[config.mk]
export PLATFORM = sky130hd
export DESIGN_NAME = rdi_bring_up_engine
export DESIGN_NICKNAME = d
export VERILOG_FILES = /design/src/rtl/rdi_bring_up_engine.sv
export SDC_FILE = /design/constraint.sdc
export NUM_CORES = 1
export LEC_CHECK = 0
export BUFFER_PORTS_ARGS = -buffer_cell sky130_fd_sc_hd__buf_2
export CAP_MARGIN = 20
export CORE_UTILIZATION = 52
export CTS_BUF_LIST = sky130_fd_sc_hd__clkbuf_16
export DETAILED_ROUTE_END_ITERATION = 6
export PLACE_DENSITY = 0.75
export SKIP_LAST_GASP = 1
export SYNTH_ARGS = -nofsm -noshare
export SYNTH_HDL_FRONTEND = slang
export SYNTH_SLANG_ARGS = --single-unit
[constraint.sdc]
create_clock -name lclk -period 3.4 [get_ports lclk]
set_input_delay 0.17 -clock lclk [delete_from_list [all_inputs] [get_ports lclk]]
set_output_delay 0.17 -clock lclk [all_outputs]
set_load 0.01 [all_outputs]
[src/rtl/rdi_bring_up_engine.sv]
`default_nettype none
// +----------------------------------------------------------------------------+
// | rdi_bring_up_engine                                                          |
// | RDI sideband bring-up: requester and responder FSMs sharing one TX port.     |
// | Rev 1.0                                                                      |
// +----------------------------------------------------------------------------+
module rdi_bring_up_engine #(
  parameter int         MSG_W       = 4,
  parameter int         RSP_BIT     = 3,
  parameter int         TIMEOUT_CYC = 1000,
  parameter int         MAX_RETRY   = 3,
  parameter logic [3:0] LP_REQ_CODE = 4'h1
) (
  input  logic             lclk,
  input  logic             sys_rst,
  input  logic             i_start,
  input  logic [MSG_W-1:0] i_mode,
  input  logic [3:0]       i_lp_state_req,
  input  logic             i_rx_msg_valid,
  input  logic [MSG_W-1:0] i_rx_sb_message,
  input  logic             i_tx_done,
  output logic [MSG_W-1:0] o_tx_sb_message,
  output logic             o_tx_msg_valid,
  output logic             o_done,
  output logic             o_error,
  output logic [((MAX_RETRY > 0) ? $clog2(MAX_RETRY + 1) : 1)-1:0] o_retry_cnt
);

  localparam int c_TW = (TIMEOUT_CYC > 1) ? $clog2(TIMEOUT_CYC) : 1;
  localparam int c_RW = (MAX_RETRY > 0) ? $clog2(MAX_RETRY + 1) : 1;
  localparam logic [MSG_W-1:0] c_RSP_MASK  = MSG_W'(1) << RSP_BIT;
  localparam logic [c_TW-1:0]  c_TMO_LAST  = c_TW'(TIMEOUT_CYC - 1);
  localparam logic [c_RW-1:0]  c_MAX_RETRY = c_RW'(MAX_RETRY);

  localparam logic [2:0] c_RQ_IDLE = 3'd0;
  localparam logic [2:0] c_RQ_SEND = 3'd1;
  localparam logic [2:0] c_RQ_WAIT = 3'd2;
  localparam logic [2:0] c_RQ_DONE = 3'd3;
  localparam logic [2:0] c_RQ_ERR  = 3'd4;

  localparam logic [1:0] c_RS_IDLE = 2'd0;
  localparam logic [1:0] c_RS_PEND = 2'd1;
  localparam logic [1:0] c_RS_SEND = 2'd2;
  localparam logic [1:0] c_RS_DONE = 2'd3;

  localparam logic [1:0] c_OWN_NONE = 2'd0;
  localparam logic [1:0] c_OWN_REQ  = 2'd1;
  localparam logic [1:0] c_OWN_RSP  = 2'd2;

  logic [2:0]       r_rq_state, w_rq_nxt;
  logic [1:0]       r_rs_state, w_rs_nxt;
  logic [1:0]       r_owner, w_own;
  logic [c_TW-1:0]  r_timer;
  logic [c_RW-1:0]  r_retry;
  logic             r_done, r_error;
  logic [MSG_W-1:0] w_rsp_code;
  logic             w_rx_rsp, w_rx_req, w_tmo, w_tx_req_done, w_tx_rsp_done;

  assign w_rsp_code    = i_mode | c_RSP_MASK;
  assign w_rx_rsp      = i_rx_msg_valid && (i_rx_sb_message == w_rsp_code);
  assign w_rx_req      = i_rx_msg_valid && (i_rx_sb_message == i_mode);
  assign w_tmo         = (r_timer == c_TMO_LAST);
  assign w_tx_req_done = i_tx_done && (w_own == c_OWN_REQ);
  assign w_tx_rsp_done = i_tx_done && (w_own == c_OWN_RSP);

  // A free port is granted in the same cycle; a pending response beats a request.
  always_comb begin
    w_own = r_owner;
    if (r_owner == c_OWN_NONE) begin
      if (r_rs_state == c_RS_SEND)      w_own = c_OWN_RSP;
      else if (r_rq_state == c_RQ_SEND) w_own = c_OWN_REQ;
    end
  end

  always_ff @(posedge lclk) begin
    if (sys_rst) begin
      r_rq_state <= c_RQ_IDLE;
      r_rs_state <= c_RS_IDLE;
      r_owner    <= c_OWN_NONE;
    end else begin
      r_rq_state <= w_rq_nxt;
      r_rs_state <= w_rs_nxt;
      r_owner    <= (!i_start || i_tx_done) ? c_OWN_NONE : w_own;
    end
  end

  always_comb begin
    w_rq_nxt = r_rq_state;
    if (!i_start) begin
      w_rq_nxt = c_RQ_IDLE;
    end else begin
      case (r_rq_state)
        c_RQ_IDLE: w_rq_nxt = c_RQ_SEND;
        c_RQ_SEND: if (w_tx_req_done) w_rq_nxt = c_RQ_WAIT;
        c_RQ_WAIT: begin
          if (w_rx_rsp)   w_rq_nxt = c_RQ_DONE;
          else if (w_tmo) w_rq_nxt = (r_retry < c_MAX_RETRY) ? c_RQ_SEND : c_RQ_ERR;
        end
        c_RQ_DONE, c_RQ_ERR: w_rq_nxt = r_rq_state;
        default:   w_rq_nxt = c_RQ_IDLE;
      endcase
    end
  end

  always_comb begin
    w_rs_nxt = r_rs_state;
    if (!i_start) begin
      w_rs_nxt = c_RS_IDLE;
    end else begin
      case (r_rs_state)
        c_RS_IDLE, c_RS_DONE: if (w_rx_req) w_rs_nxt = c_RS_PEND;
        c_RS_PEND: if (i_lp_state_req == LP_REQ_CODE) w_rs_nxt = c_RS_SEND;
        c_RS_SEND: if (w_tx_rsp_done) w_rs_nxt = c_RS_DONE;
        default:   w_rs_nxt = c_RS_IDLE;
      endcase
    end
  end

  always_comb begin
    o_tx_msg_valid  = 1'b0;
    o_tx_sb_message = '0;
    case (w_own)
      c_OWN_REQ: begin
        o_tx_msg_valid  = 1'b1;
        o_tx_sb_message = i_mode;
      end
      c_OWN_RSP: begin
        o_tx_msg_valid  = 1'b1;
        o_tx_sb_message = w_rsp_code;
      end
      default: ;
    endcase
  end

  // Timer restarts on every entry into WAIT_RSP.
  always_ff @(posedge lclk) begin
    if (sys_rst) begin
      r_timer <= '0;
      r_retry <= '0;
      r_done  <= 1'b0;
      r_error <= 1'b0;
    end else begin
      r_timer <= ((r_rq_state == c_RQ_WAIT) && (w_rq_nxt == c_RQ_WAIT)) ? r_timer + 1'b1 : '0;
      if (!i_start)
        r_retry <= '0;
      else if ((r_rq_state == c_RQ_WAIT) && (w_rq_nxt == c_RQ_SEND))
        r_retry <= r_retry + 1'b1;
      r_done  <= i_start && (r_rq_state == c_RQ_DONE) && (r_rs_state == c_RS_DONE);
      r_error <= i_start && (r_error || (w_rq_nxt == c_RQ_ERR));
    end
  end

  assign o_done      = r_done;
  assign o_error     = r_error;
  assign o_retry_cnt = r_retry;

endmodule
`default_nettype wire
=== Word-level counts from Yosys, hierarchy flattened ===
Cells that the tools add are included.

* Divide/modulo/power cells: 0
* $add $sub $neg: 2
* Order comparisons: 1
* $mul: 0
* Reductions and logical operators: 22
* Bitwise logic cells: 2
* Shift-type cells: 0
* Equal/unequal tests: 19
* Mux-type cells: 15

{| class="wikitable"
|+ Operators with widths
! kind !! number
|-
| $mux W3 || 5
|-
| $mux W2 || 6
|-
| $pmux W3 S4 || 1
|-
| $reduce_or A2 Y1 || 6
|-
| $add A10 B1 Y10 const B || 1
|-
| $eq A10 B10 Y1 const B || 1
|-
| $eq A3 B2 Y1 const B || 3
|-
| $logic_and A1 B1 Y1 || 9
|-
| $eq A4 B4 Y1 || 2
|-
| $pmux W4 S2 || 1
|-
| $eq A2 B2 Y1 const B || 3
|-
| $eq A3 B1 Y1 const B || 2
|-
| $eq A3 B3 Y1 const B || 2
|-
| $ne A2 B2 Y1 const B || 3
|-
| $pmux W2 S3 || 1
|-
| $eq A2 B1 Y1 const B || 2
|-
| $eq A4 B1 Y1 const B || 1
|-
| $logic_not A2 Y1 || 2
|-
| $logic_not A3 Y1 || 1
|-
| $reduce_and A3 Y1 || 1
|-
| $add A2 B1 Y2 const B || 1
|-
| $logic_or A1 B1 Y1 || 2
|-
| $lt A2 B2 Y1 const B || 1
|-
| $not A1 Y1 || 2
|-
| other kinds (2) || 2
|}

* Input bits: 17
* Flip-flop bits (word level): 21
* ROM bits: 0
* Logic and storage cells: 68
* Output and inout bits: 9
* Bits in latches: 0
* Memories kept: 0
* Memory bits (writable): 0

=== Longest topological paths before layout ===
Gate-level depths: netlist (run 1).

* Depth in word-level cells: 13
* Mapped depth: 12
* Mapped depth without buffers: 11

=== Worst setup path before layout (run 1) ===
Ideal clock, no wire load.

* Kind: reg-to-reg
* Start: register r_rs_state[0]
* End: register r_timer[2]
* Setup time: 64 ps
* Stages on the path, launching flop included: 13
* Arrival time: 2419 ps
* Clock period less this slack: 2483 ps
* Slack: 917 ps
* Data required time: 3336 ps
* Path buffers: 1
* Cell sequence: dfxtp_1 > inv_1 > ha_1 > nor3_1 > a21oi_1 > inv_1 > ha_1 > a21o_1 > nand2_1 > a311o_1 > or4b_1 > buf_2 > nor2_1

* Cells in the longest elaborated chain, start to end: 12

{| class="wikitable"
|+ Ends and longest elaborated chain
! element !! RTL line !! text
|-
| start, declared || 51 || <nowiki>logic [1:0] r_rs_state, w_rs_nxt;</nowiki>
|-
| start signal, assigned || 78 || <nowiki>r_rs_state <= c_RS_IDLE;</nowiki>
|-
| start signal, assigned || 82 || <nowiki>r_rs_state <= w_rs_nxt;</nowiki>
|-
| $eq A2 B2 Y1 || 70 || <nowiki>if (r_rs_state == c_RS_SEND) w_own = c_OWN_RSP;</nowiki>
|-
| $mux W2 || 70 ||
|-
| $mux W2 || 69 || <nowiki>if (r_owner == c_OWN_NONE) begin</nowiki>
|-
| via w_own[0] || 52 || <nowiki>logic [1:0] r_owner, w_own;</nowiki>
|-
| $eq A2 B1 Y1 || 63 || <nowiki>assign w_tx_req_done = i_tx_done && (w_own == c_OWN_REQ);</nowiki>
|-
| $logic_and A1 B1 Y1 || 63 ||
|-
| $mux W3 || 94 || <nowiki>c_RQ_SEND: if (w_tx_req_done) w_rq_nxt = c_RQ_WAIT;</nowiki>
|-
| $pmux W3 S4 || 92 || <nowiki>case (r_rq_state)</nowiki>
|-
| $mux W3 || 89 || <nowiki>if (!i_start) begin</nowiki>
|-
| $eq A3 B2 Y1 || 143 || <nowiki>r_timer <= ((r_rq_state == c_RQ_WAIT) && (w_rq_nxt == c_RQ_WAIT)) ? r_timer + 1'b1 : '0;</nowiki>
|-
| $logic_and A1 B1 Y1 || 143 ||
|-
| $not A1 Y1 (no source line) || n/a ||
|-
| $reduce_or A2 Y1 (no source line) || n/a ||
|-
| end signal, assigned || 143 ||
|-
| end, declared || 53 || <nowiki>logic [c_TW-1:0] r_timer;</nowiki>
|}

The timed path passes the listed nets, and every way through them passes these cells.
A chain may end at the register's enable or synchronous reset.

=== Worst setup path after layout (run 1) ===
* Start: register r_rs_state[0]
* End: register r_timer[6]

Same word-level chain as after synthesis.

==> results of run 1 <==
-- cell type report --
type	count	area (µm²)
repair buffers	25	125
multi-input cells	99	679
well taps	27	33.8
flip-flops and latches	21	420
clock inverters	1	5.00
clock buffers	3	75.1
inverters	8	30.0
fillers	174	653
-- kinds of logic (layout without fill, tap and decap cells) --
| kind of cell | Yosys count | count (layout) |
|---|---|---|
| xor gates and xnor gates | 12 | 12 |
| and+or+nand+nor | 57 | 57 |
| AOI/OAI and AO/OA | 23 | 23 |
| buffers and inverters | 10 | 37 |
| adders and majority gates | 7 | 7 |
| DFF | 21 | 21 |
-- cell usage after synthesis, types with 2 or more instances --
master / count / area share, %
nand3_1: 4 / 1.7
nor3_1: 5 / 2.2
nor2_1: 19 / 6.2
o31ai_1: 5 / 3.3
ha_1: 7 / 7.6
or3_1: 2 / 1.1
a21oi_1: 8 / 3.5
nand4b_1: 2 / 1.5
dfxtp_1: 21 / 37
and3_1: 2 / 1.1
xnor2_1: 8 / 6.1
nand2_1: 3 / 0.98
or4_1: 2 / 1.3
inv_1: 8 / 2.6
nor2b_1: 2 / 1.1
and2_1: 5 / 2.7
xor2_1: 4 / 3.1
or4b_1: 2 / 1.7
-- worst max-delay path: stages, from the launching register on --
cell     delay, ns
dfxtp_1       0.38
inv_1         0.06
ha_1          0.22
nor3_1        0.18
a21oi_1       0.13
inv_1         0.09
ha_1          0.21
a21o_1        0.14
nand2_1       0.07
a311o_1       0.38
or4b_1        0.71
nor2_1        0.17
-- layer usage --
metal	routed length, µm	share of wire (%)
met3	84	3.9
met4	19	0.87
met1	1030	47
met5	0	0
met2	1040	48
-- where the power goes --
part | leakage (µW) | internal (µW) | switching [µW]
combinational | 0.000363 | 21.1 | 23.1
sequential | 0.000169 | 248 | 1.53
clock | 0.0000409 | 158 | 85.7
-- registers in the layout, summed over array words and instances, names as in the netlist --
| register | flops |
|---|---|
| o_error | 1 |
| r_rs_state | 2 |
| o_done | 1 |
| r_rq_state | 3 |
| r_owner | 2 |
| o_retry_cnt | 2 |
| r_timer | 10 |
-- stage by stage --
step	utilization, %	instances	setup slack [ns]	cell area [µm²]
2_1_floorplan	-	130	0.917	1150
3_3_place_gp	63.7	180	0.730	1290
3_5_place_dp	63.7	180	0.606	1290
4_1_cts	67.7	184	0.582	1370
5_1_grt	67.7	184	0.348	1370
6_report	67.7	184	0.598	1370
-- how the worst max path moves through the flow --
stage                                  endpoint  slack, ns
after global routing      r_timer[6]$_SDFF_PP0_       0.35
after CTS                 r_timer[6]$_SDFF_PP0_       0.58
after detailed placement  r_timer[6]$_SDFF_PP0_       0.61
after floorplan           r_timer[2]$_SDFF_PP0_       0.92
after global placement    r_timer[8]$_SDFF_PP0_       0.73
final                     r_timer[6]$_SDFF_PP0_       0.60
==> qor.yml, run 1 <==
ys_types: 39
gp_congestion: 0.762
grt_pass1_vias: 986
finalCritPeriodShare_pct: 82.4
whs_path_depth: 2
hp-start: "sys_rst"
worst_ep_arrival_time_ns: 2.99
die_h_um: 48.9
overflow: 0
routed_via_density: 5.33
grt_max_degree: 13
numCtsBuffers: 3
grt_usage_pct: 21.2
critPathLaunch: "r_rs_state[0]$_SDFFE_PP0P_"
rrSetupSlack_ns: 0.60
synthesis.nets: 154
yosys.area_share.adder_pct: 7.64
muxShareOfSynthArea_pct: 0
dp_hpwl_um: 1660
min_path_type: "input pin to register"
clock-sinks: 21
rsz0062_at_grt: "false"
avgSynthCellArea_um2: 8.82
busiest_layer: "met2"
regToRegStartpoint: "r_rs_state[0]$_SDFFE_PP0P_"
power_density_mw_per_mm2: 392
use_met1_pct: 24.9
antennaDiodeCount: 0
synth_compound_area_share_pct: 14.2
hold_viol: 0
max_freq_mhz: 357
reg2reg_depth: 11
layout-drive-gt1-share_pct: 22.9
whs_ns: 0.109
num_vias: 981
design.core.area_mm2: 0.00202
synth_xor_area_share_pct: 9.17
drt-total-wl_um: 2170
setup-tns-final_ns: 0
h-tree-depth: 1
cts_root_buf: "clkbuf_16"
yosys.area_share.simple_pct: 28.3
ys.flop_type: "dfxtp_1"
post_drt_wl_per_cell_um: 11.8
syn-cell-area_mm2: 0.00115
required_ns: 3.58
crit_type: "register to register"
mostFrequentLayoutCells: "25 x buf_2, 21 x dfxtp_1, 19 x nor2_1"
endpoint_kind: "register"
synthToLayoutAreaGrowth_pct: 19.4
grt_use_met2_pct: 39.4
power.total_uw: 537
dr.first_iter.drc_count: 6
clk-insertion-delay-late_ns: 0.25
grt_pass1_wl_um: 4040
path_clk_slew_ns: 0.05
ctsHoldBuffers: 0
ir_drop_v: 0.000292
synthCells: 130
seq_area_frac_synth_pct: 36.7
dieWidth_um: 48.9
dieArea_mm2: 0.00240
report.final.slew_viol_count: 0
cts-resized-gates: 0
initial_utilization_pct: 56.7
post-cts-setup-buffer-count: 0
rows: 16
slew-limit-headroom_pct: 61.4
layout_commonest_cell: "buf_2"
finalCriticalPeriod_ns: 2.80
worstPathMaxFanout: 10
dr.pass1.iters: 4
maxCapViolCount: 0
async_flop_share_pct: 0
r2r-end: "r_timer[6]$_SDFF_PP0_"
antenna_found_initial: 0
drc: 0
worst_setup_path_start_kind: "register"
finClkSkew_ns: 0.00167
setup_viol: 0
synth_top_family_by_area: "simple AND/OR/NAND/NOR gates"
clk_path_buf_depth: 2
cts_tree: "yes"
synth-edff-count: 0
pin_count: 26
ys_ff_latch: 21
p_leak_uw: 0.000574
synth_warnings: 0
min_to: "r_rq_state[0]$_SDFF_PP0_"
drtAntennaViolNets: 0
final_nets: 182
use_met3_pct: 3.43
outcome: "finished, final reports clean"
tightest_slew_ns: 0.575
portBuffers: 25
Note: power is estimated with default switching activity, not from simulation.
==> run 2: changes to the inputs <==
- clock period: 3.4 -> 2.8 ns (I/O delays scaled with it)
==> run 2 against run 1 <==
Cell area is 1.4% higher. Clock power increased by 21%. Largest cell class unchanged. Sequential share of layout area fell by 0.42 points. Critical endpoint is now r_timer[8]$_SDFF_PP0_.
==> qor.yml, run 2 (synthesis gave the netlist of run 1 again) <==
dieArea_mm2: 0.00240
finClkSkew_ns: 0.00702
pre_cts_ws_ns: 0.131
numCtsBuffers: 3
die_h_um: 48.9
dr.pass1.iters: 4
antennaDiodeCount: 0
gp_congestion: 0.773
ir_drop_v: 0.000337
initial_utilization_pct: 56.7
layout-drive-gt1-share_pct: 24.5
num_vias: 1009
postPlaceCellArea_mm2: 0.00130
grt_usage_pct: 21.7
finalCriticalPeriod_ns: 2.57
clk_path_buf_depth: 2
reg2reg_depth: 11
worst_setup_path_start_kind: "register"
dieWidth_um: 48.9
rrSetupSlack_ns: 0.23
finalCritPeriodShare_pct: 91.7
overflow: 0
h-tree-depth: 1
synthToLayoutAreaGrowth_pct: 21.1
final_nets: 184
cts_tree: "yes"
crit_type: "register to register"
path_clk_slew_ns: 0.06
hold_viol: 0
drtAntennaViolNets: 0
setup-tns-final_ns: 0
layout_commonest_cell: "buf_2"
clk-insertion-delay-late_ns: 0.25
grt_max_degree: 13
rsz0062_at_grt: "false"
post_drt_wl_per_cell_um: 12.3
drc: 0
grt_pass1_vias: 1021
design.core.area_mm2: 0.00202
regMostFlops: "r_timer"
clock-sinks: 21
rows: 16
max_freq_mhz: 390
outcome: "finished, final reports clean"
r2r-end: "r_timer[8]$_SDFF_PP0_"
hp-start: "sys_rst"
maxCapViolCount: 0
p_leak_uw: 0.000586
worst_ep_arrival_time_ns: 2.75
setup_viol: 0
slew-limit-headroom_pct: 64.5
required_ns: 2.98
endpoint_kind: "register"
top_regs: "r_timer (10), r_rq_state (3)"
fin_ws_ns: 0.233
worstPathMaxFanout: 10
whs_path_depth: 2
dp_hpwl_um: 1720
mostFrequentLayoutCells: "25 x buf_2, 21 x dfxtp_1, 19 x nor2_1"
cts_root_buf: "clkbuf_16"
min_path_type: "input pin to register"
fin_area_mm2: 0.00139
drt-total-wl_um: 2280
tightest_slew_ns: 0.528
pin_count: 26
dr.first_iter.drc_count: 4
portBuffers: 25
power_density_mw_per_mm2: 473
routed_via_density: 5.42
regToRegStartpoint: "r_rs_state[0]$_SDFFE_PP0P_"
largest_register_ffs: 10
min_to: "r_rq_state[0]$_SDFF_PP0_"
antenna_found_initial: 0
grt_pass1_wl_um: 4110
report.final.slew_viol_count: 0
## run 2: cell types whose count changed in the layout (fill, tap and decap cells not counted), sizes merged
cell and change:
buf +2
## run 2: worst max path at each step
stage | from | endpoint | slack [ns] | depth (start not counted)
after CTS | r_rs_state[0]$_SDFFE_PP0P_ | r_timer[8]$_SDFF_PP0_ | 0.1 | 11
final | r_rs_state[0]$_SDFFE_PP0P_ | r_timer[8]$_SDFF_PP0_ | 0.23 | 11
after detailed placement | r_rs_state[0]$_SDFFE_PP0P_ | r_timer[8]$_SDFF_PP0_ | 0.13 | 11
after global routing | r_rs_state[0]$_SDFFE_PP0P_ | r_timer[4]$_SDFF_PP0_ | 0.02 | 11
after floorplan | r_rs_state[0]$_SDFFE_PP0P_ | r_timer[2]$_SDFF_PP0_ | 0.32 | 12
after global placement | r_rs_state[0]$_SDFFE_PP0P_ | r_timer[8]$_SDFF_PP0_ | 0.21 | 11
## run 2: final cells by class
class / count / area, µm²
well taps: 27 / 33.8
repair buffers: 27 / 140
fillers: 175 / 634
inverters: 8 / 30.0
clock buffers: 3 / 75.1
clock inverters: 1 / 5.00
multi-input cells: 99 / 683
flip-flops and latches: 21 / 420
## run 2: through the flow
stage / hold WS [ns] / instances / util (%) / total power, µW
global placement: 0.340 / 182 / 64.5 / 363
finish: 0.0811 / 186 / 68.6 / 656
floorplan: 0.212 / 130 / - / 341
global route: 0.0981 / 186 / 68.6 / 679
detailed placement: 0.342 / 182 / 64.5 / 366
CTS: 0.0769 / 186 / 68.4 / 660
## run 2: power breakdown
group          leakage, µW  internal, µW  switching (µW)
logic             0.000375          28.0            30.1
registers         0.000169           301            2.03
clock network    0.0000409           191             104
total             0.000586           520             136
## run 2: layer usage
metal,global-route usage (%),share of wire (%),vias up
li1,-,-,515
met1,23.6,45,466
met2,42.1,50,26
met3,2.80,4.0,2
met4,7.84,0.57,0
met5,0,0,-
## run 2: repair_timing
action,in CTS,in global routing
setup buffers,0,0
hold buffers,0,0
endpoints found under the setup margin,0,10
resized for setup,0,1
## run 2: worst max-delay path, cell delays in order, from the launching register on
cell     delay, ns
dfxtp_1       0.37
inv_1         0.06
ha_1          0.21
nor3_1        0.19
a21oi_1       0.13
inv_1         0.08
ha_1          0.16
a21o_1        0.13
nand2_1       0.07
a311o_1       0.38
or4b_4        0.59
nor2_1        0.13
